**src/rtl/fadd_issue.sv**
```systemverilog
// fadd_issue: issue stage for a fixed-latency, non-stallable fadd pipeline.
// Requests are accepted only when the in-flight ops plus the buffered results
// fit in the result FIFO, so every result leaving the pipeline always has a
// slot. Results come out in issue order with their destination tags.
module fadd_issue #(
  parameter int LAT   = 2,
  parameter int DEPTH = 4,
  parameter int TAG_W = 6
) (
  input  logic             clk,
  input  logic             rstn,
  input  logic             in_valid,
  output logic             in_ready,
  input  logic [31:0]      in_x1,
  input  logic [31:0]      in_x2,
  input  logic [TAG_W-1:0] in_tag,
  output logic [31:0]      fadd_x1,
  output logic [31:0]      fadd_x2,
  input  logic [31:0]      fadd_y,
  output logic             out_valid,
  input  logic             out_ready,
  output logic [31:0]      out_y,
  output logic [TAG_W-1:0] out_tag
);

  localparam int AW = $clog2(DEPTH);
  localparam int PW = AW + 1;
  localparam int CW = $clog2(LAT + DEPTH + 1) + 1;

  logic             accept;
  logic             push;
  logic             pop;
  logic             full;
  logic [CW-1:0]    inflight;
  logic [CW-1:0]    occupancy;
  logic [PW-1:0]    count;

  logic [31:0]      x1_q, x1_d;
  logic [31:0]      x2_q, x2_d;
  logic [LAT-1:0]   vld_q, vld_d;
  logic [TAG_W-1:0] tag_q [LAT];
  logic [TAG_W-1:0] tag_d [LAT];
  logic [PW-1:0]    wr_ptr_q, wr_ptr_d;
  logic [PW-1:0]    rd_ptr_q, rd_ptr_d;
  logic [31:0]      mem_y_q   [DEPTH];
  logic [31:0]      mem_y_d   [DEPTH];
  logic [TAG_W-1:0] mem_tag_q [DEPTH];
  logic [TAG_W-1:0] mem_tag_d [DEPTH];

  // Occupancy bookkeeping and handshakes, all from registered state
  always_comb begin
    inflight = '0;
    for (int unsigned i = 0; i < LAT; i++) begin
      inflight = inflight + CW'(vld_q[i]);
    end
    // Pointers carry one extra wrap bit, so their difference is the occupancy
    count     = wr_ptr_q - rd_ptr_q;
    occupancy = inflight + CW'(count);
    full      = (count == PW'(DEPTH));
    in_ready  = rstn && (occupancy < CW'(DEPTH));
    accept    = in_valid && in_ready;
    out_valid = (count != '0);
    pop       = out_valid && out_ready;
    push      = vld_q[LAT-1] && !full;
  end

  // Next state for operand registers, tracking pipe and FIFO pointers
  always_comb begin
    x1_d     = x1_q;
    x2_d     = x2_q;
    vld_d    = '0;
    tag_d    = tag_q;
    wr_ptr_d = wr_ptr_q + PW'(push);
    rd_ptr_d = rd_ptr_q + PW'(pop);
    if (accept) begin
      x1_d     = in_x1;
      x2_d     = in_x2;
      tag_d[0] = in_tag;
    end
    vld_d[0] = accept;
    for (int unsigned i = 1; i < LAT; i++) begin
      vld_d[i] = vld_q[i-1];
      tag_d[i] = tag_q[i-1];
    end
  end

  // Next state for the result storage: the exiting op lands at the tail
  always_comb begin
    mem_y_d   = mem_y_q;
    mem_tag_d = mem_tag_q;
    if (push) begin
      mem_y_d[wr_ptr_q[AW-1:0]]   = fadd_y;
      mem_tag_d[wr_ptr_q[AW-1:0]] = tag_q[LAT-1];
    end
  end

  // Control state with asynchronous active-low reset
  always_ff @(posedge clk or negedge rstn) begin
    if (!rstn) begin
      x1_q     <= '0;
      x2_q     <= '0;
      vld_q    <= '0;
      wr_ptr_q <= '0;
      rd_ptr_q <= '0;
    end else begin
      x1_q     <= x1_d;
      x2_q     <= x2_d;
      vld_q    <= vld_d;
      wr_ptr_q <= wr_ptr_d;
      rd_ptr_q <= rd_ptr_d;
    end
  end

  // Data-only state: tags in flight and FIFO contents, qualified by valids
  always_ff @(posedge clk) begin
    tag_q     <= tag_d;
    mem_y_q   <= mem_y_d;
    mem_tag_q <= mem_tag_d;
  end

  // Outputs: operands to the pipe and the FIFO head, zero while empty
  always_comb begin
    fadd_x1 = x1_q;
    fadd_x2 = x2_q;
    out_y   = out_valid ? mem_y_q[rd_ptr_q[AW-1:0]]   : '0;
    out_tag = out_valid ? mem_tag_q[rd_ptr_q[AW-1:0]] : '0;
  end

endmodule

```
**config.mk**
```make
export PLATFORM = sky130hd
export DESIGN_NAME = fadd_issue
export DESIGN_NICKNAME = d
export VERILOG_FILES = /design/src/rtl/fadd_issue.sv
export SDC_FILE = /design/constraint.sdc
export NUM_CORES = 1
export LEC_CHECK = 0
export BUFFER_PORTS_ARGS = -buffer_cell sky130_fd_sc_hd__buf_2
export CAP_MARGIN = 30
export CORE_MARGIN = 10
export CORE_UTILIZATION = 45
export CTS_CLUSTER_SIZE = 16
export DETAILED_ROUTE_END_ITERATION = 16
export PLACE_DENSITY = 0.72
export SYNTH_ARGS = -nofsm -noshare
export SYNTH_HDL_FRONTEND = slang
export SYNTH_SLANG_ARGS = --single-unit
```
**constraint.sdc**
```tcl
create_clock -name clk -period 11.15 [get_ports clk]
set_clock_uncertainty 0.15 [all_clocks]
set_input_delay 1.115 -clock clk [delete_from_list [all_inputs] [get_ports clk]]
set_output_delay 1.115 -clock clk [all_outputs]
set_load 0.02 [all_outputs]
```
==> metrics.txt <==
status finished clean; top-area cell type share of the netlist area about 52%; minimum clock period 4.47 ns; via/cell ratio 4.94; post-synth cell types 24; setup_tns 0 ns; Max transition margin just under 40%; vias in the first global route 5379; final HPWL from detailed placement about 13000 um; Final Hold Fails 0; post-synth top area cell edfxtp_1; synth top area cells edfxtp_1, dfrtp_1, mux4_2; CP peak stage delay between 0.7 and 0.8 ns; YS warnings 0; RSZ-0062 raised after global routing no; most common cell after layout, fill and taps aside buf_2; Hold Buf Count CTS 0; initial antenna violation count 2; first-pass GRT wire length approximately 30000 um; PostCTS Resize Cnt 0; fmax ~0.22 GHz; grt met3 use 6.24%; Post-Syn Area just over 0.009 mm^2; Hold EP tag_q[5]; hold path depth 0; Slew Viols, Final 0; R2R cell count 7; met2 usage about 23%; core footprint between 0.015 and 0.02 mm^2; Syn Area/Cell about 21 um^2; grt peak-use layer met2; Synth Instances 422; Req. time, crit path 9.89 ns; clk slew on worst S/H paths roughly 0.06 ns; DRC 0; Final nets between 700 and 800; class of the worst hold path reg -> reg; hold wc startpoint tag_d[5]; Synth Register Bits roughly 240; Crit Path Category reg -> out; Pleak about 4.6 nW; origin of the critical flop-to-flop path wr_ptr_q[0]; vias post-DR between 4000 and 5000; number of setup buffers added after CTS 0; Port Buffer Count between 200 and 250; Max Cap Viol 0; clock latency on the worst-skew pair 0.52 ns; All-Layer GR Usage between 10% and 20%; CP Capture Type primary output; Final WS setup ~6.7 ns; Arrival @ worst endpoint approximately 3.2 ns; DIE HEIGHT around 160 um; Final Core Density a little under three fifths; Setup Viol. Count Final 0; Syn-to-layout area delta 23.4%; Sink Count about 240; final RePlAce weighted congestion roughly 0.73; worst-path maximum fanout 40; H-tree levels 1; R2R setup slack 7.65 ns; Worst path slowest cell and3_2; Initial Util ~46%; WL final 19000 um; largest net degree at the start of global routing 59; CP Launch Type flip-flop; FP Rows 51; Syn Nets approximately 540; Max VDD drop 177 uV; pwr/cell area between 300 and 400 mW/mm^2; GRT overflow 0; clock root buffer clkbuf_16; Die ar. about 0.026 mm^2; fraction of layout cells with a size suffix above 1 55.0%; io pins 210; total power approximately 3.6 mW; crit-path cells inv_1 -> ha_1 -> fa_1 -> xnor3_2 -> and3_2 -> nor2b_1 -> buf_2; post-route ant nets 0; Longest Clk Path Bufs 3; routed len/inst 20.4 um; drt first pass iters 4; CTS buffer count 25; Slew @ Worst Pin just over 0.9 ns; DRT iter0 DRCs 238; pre-CTS setup slack slightly above 7 ns; worst hold slack around 0.19 ns; Crit Reg-Reg Endpoint tag_d[1]; sequential area share after synthesis 73.5%; commonest cells after routing, fill and taps aside buf_2, edfxtp_1, dfrtp_1; met1 Use GR 17.4%; DIE WIDTH about 160 um; period utilization 40.1%; CTS tree done
## sequential cells by signal (all words and copies together) (netlist names)
signal     count
mem_tag_q     24
tag_q          6
mem_y_q      128
wr_ptr_q       3
vld_q          2
rd_ptr_q       3
fadd_x2       32
tag_d          6
fadd_x1       32
## critical path: cells and delay by family, from the launching register on
kind | cells | cell delay, ns
adders and majority gates | 2 | 0.59
buffers and inverters | 2 | 0.32
DFF | 1 | 0.42
xor gates and xnor gates | 1 | 0.46
and+or+nand+nor | 2 | 0.85
## final cells by class
cell class	count	area (um^2)
Clock buffer	38	736
Sequential cell	236	6670
Antenna cell	3	7.51
Fill cell	1537	8460
Inverter	6	22.5
Multi-Input combinational cell	161	2240
Clock inverter	8	68.8
Tap cell	265	332
Timing Repair Buffer	217	1120
## routing by layer
metal | share of wire (%) | up-vias
met4 | 1.8 | 0
met1 | 42 | 2297
met5 | 0 | -
met2 | 46 | 208
met3 | 10 | 28
li1 | - | 2077
## worst max path at each step
stage	start	to	slack [ns]	depth (start not counted)
after global routing	wr_ptr_q[0]	out_tag[5]	6.50	7
after CTS	wr_ptr_q[0]	out_tag[5]	6.60	7
after detailed placement	wr_ptr_q[0]	out_y[25]	7.21	7
final	wr_ptr_q[0]	out_y[25]	6.68	7
after floorplan	wr_ptr_q[0]	mem_tag_q[0]	6.30	6
after global placement	rd_ptr_q[1]	out_y[12]	7.06	5
## power by group
part           switching, mW  leakage [nW]  total, mW  internal (mW)
registers              0.112          2.33       1.29           1.18
logic                  0.865          1.90       1.53          0.666
clock network          0.317         0.401      0.794          0.478
total                   1.29          4.63       3.62           2.32
## kinds of logic (layout without fill, tap and decap cells)
group / after synthesis / count (layout) / synth area share [%]
adder cells (fa/ha/maj): 7 / 7 / 1.05
other: 0 / 3 / 0
flip-flops: 236 / 236 / 73.5
AO/OA/AOI/OAI: 4 / 4 / 0.386
buffers and inverters: 25 / 269 / 2.17
multiplexers: 102 / 102 / 19.4
AND/OR/NAND/NOR: 45 / 45 / 3.02
XOR/XNOR: 3 / 3 / 0.455
## cell usage after synthesis
| library cell | count |
|---|---|
| buf_12 | 5 |
| clkbuf_1 | 6 |
| dfrtp_1 | 72 |
| mux2_2 | 15 |
| buf_4 | 2 |
| edfxtp_1 | 158 |
| xnor3_2 | 1 |
| a21oi_1 | 1 |
| dfxtp_1 | 6 |
| nand2_1 | 1 |
| fa_1 | 1 |
| o21ai_0 | 1 |
| inv_1 | 6 |
| ha_1 | 6 |
| mux4_2 | 38 |
| buf_6 | 1 |
| nor2b_1 | 39 |
| o2111ai_2 | 1 |
| xor2_1 | 2 |
| nor3_1 | 4 |
| buf_2 | 5 |
| o211a_1 | 1 |
| and3_1 | 1 |
| mux2_4 | 49 |
## per-stage QoR
stage	instances	area, um^2
6_report	934	11200
5_1_grt	931	11200
4_1_cts	931	11200
3_5_place_dp	885	10400
3_3_place_gp	884	10400
2_1_floorplan	422	9070
Power figures use the tool's default switching activity.
